**src/rtl/vip_pkg.sv**
```systemverilog
// Shared constants for the VIP downstream stages: RGB565 colours, coordinate
// width and default display geometry.
package vip_pkg;

   localparam int unsigned COORD_W       = 12;
   localparam int unsigned IMG_HDISP_DEF = 1024;
   localparam int unsigned IMG_VDISP_DEF = 768;

   localparam logic [15:0] RGB565_BLACK = 16'h0000;
   localparam logic [15:0] RGB565_RED   = 16'hF800;
   localparam logic [15:0] RGB565_GREEN = 16'h07E0;
   localparam logic [15:0] RGB565_BLUE  = 16'h001F;
   localparam logic [15:0] RGB565_WHITE = 16'hFFFF;

endpackage

```
**src/rtl/vip_pixel_coord.sv**
```systemverilog
// Pixel coordinate tracker: col/row counters plus vsync/href edge detection,
// reusable by any stage that needs the position of the current input pixel.
module vip_pixel_coord
   import vip_pkg::*;
(
   input  logic               clk,
   input  logic               rst_n,
   input  logic               vsync,
   input  logic               href,
   input  logic               clken,
   output logic [COORD_W-1:0] col,
   output logic [COORD_W-1:0] row,
   output logic               vsync_rise_c
);

   localparam logic [COORD_W-1:0] COORD_MAX = '1;

   logic vsync_d;
   logic href_d;
   logic href_fall_c;

   assign vsync_rise_c = vsync & ~vsync_d;
   assign href_fall_c  = href_d & ~href;

   // Edge history and saturating counters; col/row describe the pixel now on the inputs.
   // vsync_d resets high so a reset released mid-frame is not mistaken for a frame start.
   always_ff @(posedge clk) begin
      if (!rst_n) begin
         vsync_d <= 1'b1;
         href_d  <= 1'b0;
         col     <= '0;
         row     <= '0;
      end else begin
         vsync_d <= vsync;
         href_d  <= href;
         if (href_fall_c)
            col <= '0;
         else if (href && clken && (col != COORD_MAX))
            col <= col + COORD_W'(1);
         if (vsync_rise_c)
            row <= '0;
         else if (href_fall_c && (row != COORD_MAX))
            row <= row + COORD_W'(1);
      end
   end

endmodule

```
**src/rtl/vip_bbox_overlay.sv**
```systemverilog
// Bounding-box overlay on an RGB565 stream with a fixed 2-clock latency.
// Optional centre crosshair enabled by defining VIP_BBOX_CROSSHAIR_EN.
module vip_bbox_overlay
   import vip_pkg::*;
#(
   parameter int unsigned IMG_HDISP   = IMG_HDISP_DEF,
   parameter int unsigned IMG_VDISP   = IMG_VDISP_DEF,
   parameter int unsigned BORDER_W    = 2,
   parameter logic [15:0] BOX_COLOR   = RGB565_RED,
   parameter logic [15:0] CROSS_COLOR = RGB565_GREEN
)
(
   input  logic               clk,
   input  logic               rst_n,
   input  logic               per_frame_vsync,
   input  logic               per_frame_href,
   input  logic               per_frame_clken,
   input  logic [15:0]        per_img_rgb,
   input  logic [COORD_W-1:0] x_min,
   input  logic [COORD_W-1:0] x_max,
   input  logic [COORD_W-1:0] y_min,
   input  logic [COORD_W-1:0] y_max,
   output logic               post_frame_vsync,
   output logic               post_frame_href,
   output logic               post_frame_clken,
   output logic [15:0]        post_img_rgb
);

   localparam int unsigned      SUM_W = COORD_W + 1;
   localparam logic [SUM_W-1:0] BW    = SUM_W'(BORDER_W);

   // Reject geometry the 12-bit coordinates or the border range cannot express.
   if (BORDER_W < 1 || BORDER_W > 8 || IMG_HDISP > 4096 || IMG_VDISP > 4096 ||
       $bits(CROSS_COLOR) != 16) begin : g_cfg_err
      $error("vip_bbox_overlay: unsupported parameter set");
   end

   logic [COORD_W-1:0] col;
   logic [COORD_W-1:0] row;
   logic               vsync_rise_c;

   vip_pixel_coord u_coord (
      .clk          (clk),
      .rst_n        (rst_n),
      .vsync        (per_frame_vsync),
      .href         (per_frame_href),
      .clken        (per_frame_clken),
      .col          (col),
      .row          (row),
      .vsync_rise_c (vsync_rise_c)
   );

   logic [COORD_W-1:0] xs_min, xs_max, ys_min, ys_max;
   logic               box_valid;

   // Shadow box: bounds frozen for the whole frame at the vsync rising edge.
   always_ff @(posedge clk) begin
      if (!rst_n) begin
         xs_min    <= '0;
         xs_max    <= '0;
         ys_min    <= '0;
         ys_max    <= '0;
         box_valid <= 1'b0;
      end else if (vsync_rise_c) begin
         xs_min    <= x_min;
         xs_max    <= x_max;
         ys_min    <= y_min;
         ys_max    <= y_max;
         box_valid <= (x_min <= x_max) && (y_min <= y_max);
      end
   end

   logic [SUM_W-1:0] col_w, row_w, xmin_w, xmax_w, ymin_w, ymax_w;
   logic             inside_c, edge_c, border_c;

   // Border hit in 13-bit arithmetic so bound+BORDER_W never wraps.
   always_comb begin
      col_w    = {1'b0, col};
      row_w    = {1'b0, row};
      xmin_w   = {1'b0, xs_min};
      xmax_w   = {1'b0, xs_max};
      ymin_w   = {1'b0, ys_min};
      ymax_w   = {1'b0, ys_max};
      inside_c = (col_w >= xmin_w) && (col_w <= xmax_w) &&
                 (row_w >= ymin_w) && (row_w <= ymax_w);
      edge_c   = (col_w < xmin_w + BW) || (col_w + BW > xmax_w) ||
                 (row_w < ymin_w + BW) || (row_w + BW > ymax_w);
      border_c = box_valid && per_frame_href && per_frame_clken && inside_c && edge_c;
   end

`ifdef VIP_BBOX_CROSSHAIR_EN
   logic [COORD_W-1:0] cx, cy;
   logic               latch_d;
   logic               cross_c;
   logic               s1_cross;

   // Box centre, computed one cycle after the shadow bounds are latched.
   always_ff @(posedge clk) begin
      if (!rst_n) begin
         latch_d <= 1'b0;
         cx      <= '0;
         cy      <= '0;
      end else begin
         latch_d <= vsync_rise_c;
         if (latch_d) begin
            cx <= COORD_W'((xmin_w + xmax_w) >> 1);
            cy <= COORD_W'((ymin_w + ymax_w) >> 1);
         end
      end
   end

   // Crosshair hit: interior pixels on the centre column or centre row.
   always_comb begin
      cross_c = box_valid && per_frame_href && per_frame_clken && inside_c &&
                ((col == cx) || (row == cy));
   end
`endif

   logic        s1_vsync, s1_href, s1_clken, s1_border;
   logic [15:0] s1_rgb;

   // Stage 1: register the stream together with the compare results.
   always_ff @(posedge clk) begin
      if (!rst_n) begin
         s1_vsync  <= 1'b0;
         s1_href   <= 1'b0;
         s1_clken  <= 1'b0;
         s1_rgb    <= '0;
         s1_border <= 1'b0;
`ifdef VIP_BBOX_CROSSHAIR_EN
         s1_cross  <= 1'b0;
`endif
      end else begin
         s1_vsync  <= per_frame_vsync;
         s1_href   <= per_frame_href;
         s1_clken  <= per_frame_clken;
         s1_rgb    <= per_img_rgb;
         s1_border <= border_c;
`ifdef VIP_BBOX_CROSSHAIR_EN
         s1_cross  <= cross_c;
`endif
      end
   end

   logic [15:0] mux_c;

   // Colour select: border over crosshair over input pixel.
   always_comb begin
      mux_c = s1_rgb;
`ifdef VIP_BBOX_CROSSHAIR_EN
      if (s1_cross)
         mux_c = CROSS_COLOR;
`endif
      if (s1_border)
         mux_c = BOX_COLOR;
   end

   // Stage 2: output registers.
   always_ff @(posedge clk) begin
      if (!rst_n) begin
         post_frame_vsync <= 1'b0;
         post_frame_href  <= 1'b0;
         post_frame_clken <= 1'b0;
         post_img_rgb     <= '0;
      end else begin
         post_frame_vsync <= s1_vsync;
         post_frame_href  <= s1_href;
         post_frame_clken <= s1_clken;
         post_img_rgb     <= mux_c;
      end
   end

endmodule

```
**config.mk**
```make
export PLATFORM = sky130hd
export DESIGN_NAME = vip_bbox_overlay
export DESIGN_NICKNAME = d
export VERILOG_FILES = /design/src/rtl/vip_pkg.sv /design/src/rtl/vip_pixel_coord.sv /design/src/rtl/vip_bbox_overlay.sv
export SDC_FILE = /design/constraint.sdc
export NUM_CORES = 1
export LEC_CHECK = 0
export CAP_MARGIN = 5
export CELL_PAD_IN_SITES_DETAIL_PLACEMENT = 0
export CELL_PAD_IN_SITES_GLOBAL_PLACEMENT = 1
export CORE_MARGIN = 2
export CORE_UTILIZATION = 43
export CTS_CLUSTER_DIAMETER = 60
export DETAILED_ROUTE_END_ITERATION = 7
export PLACE_DENSITY = 0.9
export SETUP_SLACK_MARGIN = 0.15
export SYNTH_ARGS = -nofsm -noshare
export SYNTH_HDL_FRONTEND = slang
export SYNTH_SLANG_ARGS = --single-unit
export TNS_END_PERCENT = 50
```
**constraint.sdc**
```tcl
create_clock -name clk -period 3.5 [get_ports clk]
set_input_delay 0.875 -clock clk [delete_from_list [all_inputs] [get_ports clk]]
set_output_delay 0.875 -clock clk [all_outputs]
set_load 0.005 [all_outputs]
```
=== After elaboration in Yosys (flattened, before gate mapping) ===
Index checks and enable logic that the tools add are counted.

* Add/subtract/negate cells: 6
* Multiply operators: 0
* Divide/modulo/power cells: 0
* Order comparisons: 10
* Equal/unequal tests: 2
* Shifts and indexed selects: 0
* Mux-type cells: 1
* Bitwise logic cells: 5
* Reduce and logical (&&, ||, !) cells: 17

{| class="wikitable"
|+ Operators by type and width
! kind !! number
|-
| $add 12x2->13 const B || 4
|-
| $le 12x12->1 || 4
|-
| $gt 13x12->1 || 2
|-
| $lt 12x13->1 || 2
|-
| $add 12x1->12 const B || 2
|-
| $ge 12x12->1 || 2
|-
| $ne 12x12->1 const B || 2
|-
| $mux 16 || 1
|-
| $logic_and 1x1->1 || 11
|-
| $reduce_or 2->1 || 3
|-
| $logic_or 1x1->1 || 3
|-
| $not 1->1 || 3
|-
| $and 1x1->1 || 2
|}

* Register bits after elaboration: 113
* Latch bits: 0
* Bits in writable memories: 0
* Memory bits (read-only): 0
* Input bits: 69
* Output and inout bits: 19
* Word-level logic and storage cells: 59
* Memories kept: 0

=== Depth between registers and ports, before layout ===
Gate-level depths: netlist of the first run.

* Word-level depth: 6
* Mapped depth: 14
* Gate-level depth less buffers: 13

=== Cells and area by module ===
Synthesis of the first run repeated with hierarchy kept, for this count alone.

* Cells, all modules: 849
* Area, all modules: 7,646.1 um2

{| class="wikitable"
|+ Modules (own cells, without submodules)
! module !! times used !! cells each !! area an instance (um2) !! seq. area each (um2)
|-
| vip_bbox_overlay || 1 || 697 || 6,283.5 || 1,761.7
|-
| vip_pixel_coord || 1 || 152 || 1,362.6 || 520.5
|}

=== Least setup slack after synthesis of the first run ===
OpenSTA, ideal clock, no wires.

* Path type: register to register
* Start: reg xs_min[3]
* End: reg s1_border
* Setup time: 0.115 ns
* Data arrival time: 2.373 ns
* Required time: 3.385 ns
* Slack: 1.012 ns
* Cell stages (with the launch flop): 13
* Path buffers: 0
* Period minus slack after synthesis: 2.488 ns
* Cell sequence: dfxtp_1 and3_1 and3_1 nand2_1 or4_1 xnor2_1 ha_1 nand2_1 o21ai_0 a41oi_1 nor4_1 nand4_1 and3_1

* Cells in the longest elaborated chain, start to end: 6
* Elaborated cells on any way between the ends: 11
* Those cells by class: add/sub: 1; order compare: 2; reduce/logical: 8

{| class="wikitable"
|+ Ends and longest elaborated chain
! element !! RTL line !! RTL
|-
| start: declaration || vip_bbox_overlay.sv:53 || <nowiki>logic [COORD_W-1:0] xs_min, xs_max, ys_min, ys_max;</nowiki>
|-
| start signal: assignment || vip_bbox_overlay.sv:65 || <nowiki>xs_min <= x_min;</nowiki>
|-
| $add 12x2->13 / $ge 12x12->1 (equally long branches) || vip_bbox_overlay.sv:86, vip_bbox_overlay.sv:84 ||
|-
| $lt 12x13->1 / $logic_and 1x1->1 (equally long branches) || vip_bbox_overlay.sv:86, vip_bbox_overlay.sv:84 ||
|-
| $logic_or 1x1->1 / $logic_and 1x1->1 (equally long branches) || vip_bbox_overlay.sv:86, vip_bbox_overlay.sv:84 ||
|-
| $logic_or 1x1->1 / $logic_and 1x1->1 (equally long branches) || vip_bbox_overlay.sv:86, vip_bbox_overlay.sv:85 ||
|-
| $logic_or 1x1->1 / $logic_and 1x1->1 (equally long branches) || vip_bbox_overlay.sv:87, vip_bbox_overlay.sv:88 ||
|-
| $logic_and 1x1->1 (*) || vip_bbox_overlay.sv:88 || <nowiki>border_c = box_valid && per_frame_href && per_frame_clken && inside_c && edge_c;</nowiki>
|-
| end signal: assignment || vip_bbox_overlay.sv:138 || <nowiki>s1_border <= border_c;</nowiki>
|-
| end: declaration || vip_bbox_overlay.sv:119 || <nowiki>logic s1_vsync, s1_href, s1_clken, s1_border;</nowiki>
|}

Mark *: on every way between the ends. The rest lies on a longest branch, timed or not.
A chain may end at the register's enable or synchronous reset.

=== Worst setup path after layout of the first run ===
Ends and elaborated chain as after synthesis.

==> metrics.md, run 1 <==
| Metric | Value |
|---|---|
| Final number of setup-violating endpoints | `0` |
| DRC viols | `0` |
| Vias per cell | `5.068` |
| Leak | `about 3.7 nW` |
| Longest Clk Path Bufs | `2` |
| Share of Yosys cell area claimed by the top area cell type | `32.61%` |
| Power density cells | `417.8 mW/mm^2` |
| Die ar. | `0.01717 mm^2` |
| Setup crit start kind | `flip-flop` |
| Max-cap violation count | `0` |
| Syn Nets | `996` |
| Async SR Flop Fraction | `0%` |
| Post-Route Skew | `10.80 ps` |
| Sequential fraction of the synthesis area | `32.61%` |
| Largest net degree at the start of global routing | `57` |
| CP Data Required Time | `3810 ps` |
| Metal2 WL | `6924 um` |
| Vias in the first global route | `5539` |
| CP Max Fanout | `5` |
| Die H | `~130 um` |
| Status | `completed` |
| Post-synth EDFFs | `0` |
| Hold buffer count at CTS | `0` |
| Setup TNS | `0 ps` |
| Library cells used by synthesis | `53` |
| CP endpoint kind | `flip-flop` |
| Final Cycle Share | `80.19%` |
| Routability cong. | `0.8797` |
| Unrepaired setup endpoints after global routing | `no` |
| Number of cells on the critical path | `12` |
| P&R area growth vs syn | `25.37%` |
| DRT met1 WL | `8039 um` |
| RR Startpoint | `xs_min[3]$_SDFFE_PN0P_` |
| Minimum clock period | `about 2800 ps` |
| Row count | `46` |
| Cell family with most CP delay | `simple AND/OR/NAND/NOR gates` |
| Post-CTS setup buffers | `0` |
| Drt wl/cell | `14.12 um` |
| Die width | `131.0 um` |
| Most numerous cell on the critical path | `and3_1` |
| Fmax | `356.3 MHz` |
| Worst-skew pair later-pin latency | `420 ps` |
| Port Buf Inserts | `between 80 and 90` |
| Avg Cell Area, Syn | `~8.6 um^2` |
| Core area | `around 0.016 mm^2` |
| Reg2Reg Setup Slack | `just under 700 ps` |
| Yosys top cell by area | `dfxtp_1` |
| Slew Limit Fails | `0` |
| CP Launch Point | `xs_min[3]$_SDFFE_PN0P_` |
| Gr ovfl total | `0` |
| Reg clk slew, reported paths | `approximately 60 ps` |
| Final count of hold timing violations | `0` |
| Crit Path Class | `flip-flop to flip-flop` |
| R2R Path End | `s1_border$_SDFF_PN0_` |
| Primary FF master, synth | `dfxtp_1` |
| Seq cells post-synth | `113` |
| Global-route usage over all layers | `around 20%` |
| Hold WS | `422.3 ps` |
| TritonCTS clock tree | `yes` |
| First-pass GRT wire length | `26810 um` |
| Min-Delay Path Class | `flip-flop to flip-flop` |
| Crit-path cells | `and3_1, and3_1, nand2_1, or4_1, xnor2_1, ha_1, nand2_1, o21ai_0, a41oi_1, nor4_1, nand4_1, and3_1` |
| CTS Root Cell | `clkbuf_16` |
| Cells resized by post-CTS repair | `0` |
| Layout Utilization | `54.96%` |
| Met3 routed WL | `752 um` |
| Htree depth | `4` |
| R2R cell count | `12` |
| Worst vdd ir | `roughly 0.00034 V` |
| Total Nets Final | `about 1100` |
| WP buf/inv | `0` |
| Slew Limit Headroom | `59.22%` |
| Initial antenna violation count | `0` |
| Syn Inst Count | `805` |
| YS warnings | `0` |
| Highest metal used | `met4` |
| TritonCTS Buffers | `17` |
| Worst setup path endpoint | `s1_border$_SDFF_PN0_` |
| First drt pass iteration count | `7` |
| Ant diodes | `0` |
| Initial Util | `43.83%` |
| Clock sink count | `113` |
| DR iter-0 viols | `~170` |
| Worst Max-Slew Pin Slew | `606.1 ps` |
| Post-DRT Antenna Nets | `0` |
| Dpl hpwl | `12270 um` |
| Boundary pin count | `88` |
| Total power | `3.634 mW` |
| Synth area leaders | `dfxtp_1 (33%), ha_1 (22%), o21ai_0 (4.7%)` |
| Via count | `5712` |
| CP max stage delay | `around 420 ps` |
| WL final | `15920 um` |
| Share of layout cells above drive strength 1 | `5.159%` |
| Post-Syn Area | `between 0.006 and 0.007 mm^2` |
| Highest-delay cell along the critical path | `or4_1` |
| WP data arrival | `3120 ps` |
-- worst min-delay path by stage --
stage | end | slack [ps] | depth (start not counted) | start
floorplan | post_img_rgb[0]$_SDFF_PP0_ | 410 | 1 | s1_rgb[0]$_SDFF_PN0_
global route | post_img_rgb[6]$_SDFF_PP0_ | 430 | 1 | s1_rgb[6]$_SDFF_PN0_
CTS | post_img_rgb[4]$_SDFF_PP0_ | 420 | 1 | s1_rgb[4]$_SDFF_PN0_
global placement | post_img_rgb[7]$_SDFF_PP0_ | 410 | 1 | s1_rgb[7]$_SDFF_PN0_
finish | post_img_rgb[2]$_SDFF_PP0_ | 420 | 1 | s1_rgb[2]$_SDFF_PN0_
detailed placement | post_img_rgb[4]$_SDFF_PP0_ | 410 | 1 | s1_rgb[4]$_SDFF_PN0_
-- registers in the layout, indices dropped and copies added, names as in the netlist --
| register | cells |
|---|---|
| xs_max | 12 |
| ys_max | 12 |
| u_coord.vsync_d | 1 |
| s1_border | 1 |
| u_coord.col | 12 |
| post_frame_clken | 1 |
| u_coord.row | 12 |
| s1_vsync | 1 |
| s1_clken | 1 |
| post_img_rgb | 16 |
| xs_min | 12 |
| post_frame_href | 1 |
| box_valid | 1 |
| ys_min | 12 |
| post_frame_vsync | 1 |
| s1_rgb | 16 |
| u_coord.href_d | 1 |
-- cells in the mapped netlist, drive strengths merged (2+ instances only) --
cell type / number
o21a: 3
a31oi: 2
xor2: 21
nand3: 29
o31ai: 4
a22o: 4
buf: 3
xnor2: 32
a2111oi: 4
ha: 122
a21o: 16
o21ai: 65
clkbuf: 13
or3: 7
nand2b: 6
a41oi: 2
nor3: 7
nand2: 74
nor4: 2
a211oi: 8
and2: 35
a211o: 2
inv: 77
a21oi: 40
and4: 4
o2111ai: 2
nor2b: 4
o211ai: 4
nor2: 55
nand4: 24
dfxtp: 113
and3: 10
-- power by group --
| part | internal, mW | switching [mW] |
|---|---|---|
| clock | 1.27 | 0.638 |
| combinational | 0.194 | 0.183 |
| sequential | 1.33 | 0.0176 |
| total | 2.80 | 0.838 |
-- final cells by class --
type / instances / area [um^2]
inverter: 77 / 289.0
fill: 1463 / 7129
sequential: 113 / 2262
multi-input combinational: 598 / 4313
clock inverter: 14 / 230.2
clock buffer: 17 / 425.4
tap: 216 / 270.3
timing repair buffer: 92 / 908.4
-- placed cells by master, fill, tap and decap left out, drive strengths merged, types with 2 or more instances in the layout --
master,count
clkbuf,17
a2111oi,4
nand4,24
bufinv,5
nor4,2
o21ai,65
o211ai,4
or3,7
xnor2,32
nand3,29
nor2,55
and4,4
a211oi,8
a22o,4
a41oi,2
o21a,3
and2,35
inv,80
a21o,16
o2111ai,2
xor2,21
ha,122
clkinv,5
dfxtp,113
nor3,7
nand2,74
a31oi,2
o31ai,4
a211o,2
buf,5
nand2b,6
clkdlybuf4s50,87
and3,10
nor2b,4
a21oi,40
-- per-layer routing --
layer  up-vias  global-route usage (%)
li1       2992                       -
met1      2586                   27.91
met2       123                   30.78
met3        11                   4.031
met4         0                   6.320
met5         -                       0
-- metrics by stage --
| step | std cells | setup WS (ps) | cell area (um^2) |
|---|---|---|---|
| 2_1_floorplan | 805 | 1012 | 6938 |
| 6_report | 1127 | 693.2 | 8698 |
| 3_5_place_dp | 1096 | 569.5 | 8043 |
| 4_1_cts | 1127 | 679.8 | 8698 |
| 3_3_place_gp | 1096 | 672.6 | 8043 |
| 5_1_grt | 1127 | 455.5 | 8698 |
-- kinds of logic (layout without fill, tap and decap cells) --
logic type      count (synthesis)  in the layout  synth area share (%)
simple gates                  261            261                 18.85
buf+inv                        94            200                 5.338
xor+xnor                       53             53                 6.691
mux                             1              1                0.1443
fa+ha+maj                     122            122                 22.00
flops                         113            113                 32.61
compound gates                161            161                 14.37
-- worst reg2reg max path: cells and delay by family (launching register included) --
| kind | cells | cell delay, ps |
|---|---|---|
| simple gates | 8 | 1580 |
| fa+ha+maj | 1 | 290 |
| compound gates | 2 | 300 |
| xor+xnor | 1 | 140 |
| flops | 1 | 400 |
Power figures use the tool's default switching activity.
==> inputs of run 2 (changes only) <==
- CORE_UTILIZATION: 43 -> 38
- PLACE_DENSITY: 0.9 -> 0.84
- clock period: 3.5 -> 2.5 ns (I/O delays scaled with it)
==> metrics.md, run 2 (same netlist as run 1, synthesis figures left out) <==
| Metric | Value |
|---|---|
| Final count of hold timing violations | `0 (unchanged)` |
| TritonCTS clock tree | `yes` |
| Dpl hpwl | `12750 um (+4.0%)` |
| TritonCTS Buffers | `17 (unchanged)` |
| Max-cap violation count | `0 (unchanged)` |
| Status | `finished with violations` |
| Port Buf Inserts | `87 (unchanged)` |
| Worst Hold Path Cells | `1 (unchanged)` |
| Final Instance Area | `0.009289 mm^2 (+6.8%)` |
| Initial antenna violation count | `0 (unchanged)` |
| Power density cells | `537.1 mW/mm^2 (+29%)` |
| RR Startpoint | `u_coord.col[2]$_SDFFE_PP0P_` |
| Vias per cell | `4.924 (-2.8%)` |
| Die ar. | `0.01935 mm^2 (+13%)` |
| Min-Delay Path Class | `flip-flop to flip-flop` |
| Placed Area | `0.008593 mm^2 (+6.8%)` |
| Clock sink count | `113 (unchanged)` |
| Failing checks | `negative setup slack` |
| Core area | `0.01796 mm^2 (+13%)` |
| DR iter-0 viols | `248 (+43%)` |
| Slew Limit Fails | `0 (unchanged)` |
| Leak | `4.089 nW (+9.3%)` |
| Vias in the first global route | `5883 (+6.2%)` |
| Place WS | `-193.6 ps (-763.1 ps)` |
| Longest Clk Path Bufs | `2 (unchanged)` |
| Die width | `139.1 um (+6.2%)` |
| Post-DRT Antenna Nets | `0 (unchanged)` |
| PnR worst setup slack | `-119.1 ps (-812.3 ps)` |
| Unrepaired setup endpoints after global routing | `yes` |
| Slew Limit Headroom | `64.99% (+5.8 points)` |
| Post-Route Skew | `13.93 ps (+3.127 ps)` |
| Reg clk slew, reported paths | `60 ps (about the same)` |
| CTS Root Cell | `clkbuf_16` |
| Reg2Reg Setup Slack | `-120 ps (-810 ps)` |
| Fmax | `381.8 MHz (+7.2%)` |
| Drt wl/cell | `13.63 um (-3.5%)` |
| WP data arrival | `2970 ps (-150 ps)` |
| Global-route usage over all layers | `17.88% (-2.0 points)` |
| Minimum clock period | `2619 ps (-187.7 ps)` |
| Boundary pin count | `88 (unchanged)` |
| Ant diodes | `0 (unchanged)` |
| Row count | `49 (+6.5%)` |
| Die H | `139.1 um (+6.2%)` |
| Crit Path Class | `flip-flop to flip-flop` |
| Routability cong. | `0.8544 (-2.9%)` |
| First-pass GRT wire length | `28230 um (+5.3%)` |
| R2R Path End | `s1_border$_SDFF_PN0_` |
| Worst vdd ir | `0.0004801 V (+41%)` |
| Final number of setup-violating endpoints | `1 (+1)` |
| Final Cycle Share | `104.8% (+25 points)` |
| Top flop regs | `post_img_rgb x16, s1_rgb x16` |
| WL final | `16500 um (+3.6%)` |
| Layout Utilization | `51.71% (-3.2 points)` |
| Gr ovfl total | `0 (unchanged)` |
| DRC viols | `0 (unchanged)` |
| First drt pass iteration count | `4 (-3)` |
| Total Nets Final | `1159 (+6.3%)` |
| R2R cell count | `14 (+2)` |
| CP Data Required Time | `2850 ps (-960 ps)` |
| P&R area growth vs syn | `33.89%` |
| Worst Max-Slew Pin Slew | `523.2 ps (-82.91 ps)` |
| Min-Delay Endpoint | `post_img_rgb[10]$_SDFF_PP0_` |
| Via count | `5958 (+4.3%)` |
| Most frequent cells in the layout | `ha_1 (122), dfxtp_1 (110), clkdlybuf4s50_1 (87), inv_1 (77), nand2_1 (73)` |
| Share of layout cells above drive strength 1 | `13.35% (+8.2 points)` |
| Initial Util | `38.62% (-5.2 points)` |
| Worst-skew pair later-pin latency | `420 ps (about the same)` |
| Largest net degree at the start of global routing | `57 (unchanged)` |
| CP endpoint kind | `flip-flop` |
| Most common cell after layout, fill and taps aside | `ha_1` |
| Fill cell count | `1677 (+15%)` |
| Setup crit start kind | `flip-flop` |
| Hold Path Origin | `s1_rgb[10]$_SDFF_PN0_` |
| CP Max Fanout | `4 (-1)` |
| Htree depth | `4 (unchanged)` |
[run 2: area by class of cell]
type                    count  area [um^2]  area share (%)
inverters                  77        289.0           3.112
well taps                 229        286.5           3.085
multi-input cells         598         4389           47.25
clock buffers              18        429.2           4.620
clock inverters            14        177.7           1.913
flip-flops and latches    113         2266           24.39
repair buffers            161         1451           15.62
[run 2: worst max path at each step]
stage	depth (start not counted)	slack, ps	from	end
after global routing	12	-240	xs_min[5]$_SDFFE_PN0P_	s1_border$_SDFF_PN0_
final	14	-120	u_coord.col[2]$_SDFFE_PP0P_	s1_border$_SDFF_PN0_
after global placement	10	-120	x_max[1]	box_valid$_SDFFE_PN0P_
after CTS	12	-100	xs_min[5]$_SDFFE_PN0P_	s1_border$_SDFF_PN0_
after detailed placement	12	-190	xs_min[5]$_SDFFE_PN0P_	s1_border$_SDFF_PN0_
after floorplan	12	110	xs_min[3]$_SDFFE_PN0P_	s1_border$_SDFF_PN0_
[run 2: report_power, final]
group	total (mW)	switching, mW	internal, mW
registers	1.89	0.0237	1.86
clock network	2.51	0.932	1.58
logic	0.592	0.277	0.315
total	4.99	1.23	3.76
[run 2: layer usage]
layer	up-vias	GRT usage (%)	part of all wire [%]
met5	-	0	0
met4	0	5.848	1.3
met3	19	3.971	4.7
met2	129	27.20	42
met1	2675	25.15	52
li1	3135	-	-
[run 2: worst max-delay path: stages, from the launching register on]
cell and delay (ps):
dfxtp_1 380, ha_1 190, and3_1 180, and3_1 240, nand3_1 150, xnor2_2 170, ha_1 310, nand3_1 100
nor2_1 160, o21ai_0 120, a21oi_1 120, o21ai_0 110, buf_4 140, nand4_1 70, and3_1 140
[run 2: stage by stage]
| step | total power [mW] | setup TNS [ps] | hold slack, ps | std cells |
|---|---|---|---|---|
| detailed placement | 2.505 | -385.1 | 412.8 | 1176 |
| CTS | 5.033 | -98.15 | 426.0 | 1210 |
| global route | 5.195 | -244.9 | 438.6 | 1210 |
| floorplan | 2.213 | 0 | 405.7 | 805 |
| finish | 4.989 | -119.1 | 424.8 | 1210 |
| global placement | 2.495 | -185.2 | 407.7 | 1176 |
[run 2: what timing repair did]
item | in CTS | in global routing
endpoints found under the hold margin | 0 | 0
gates resized for setup | 11 | 7
buffers inserted | 2 | 0
setup endpoints to repair | 1 | 2
pin swaps | 5 | 1
hold buffers | 0 | 0
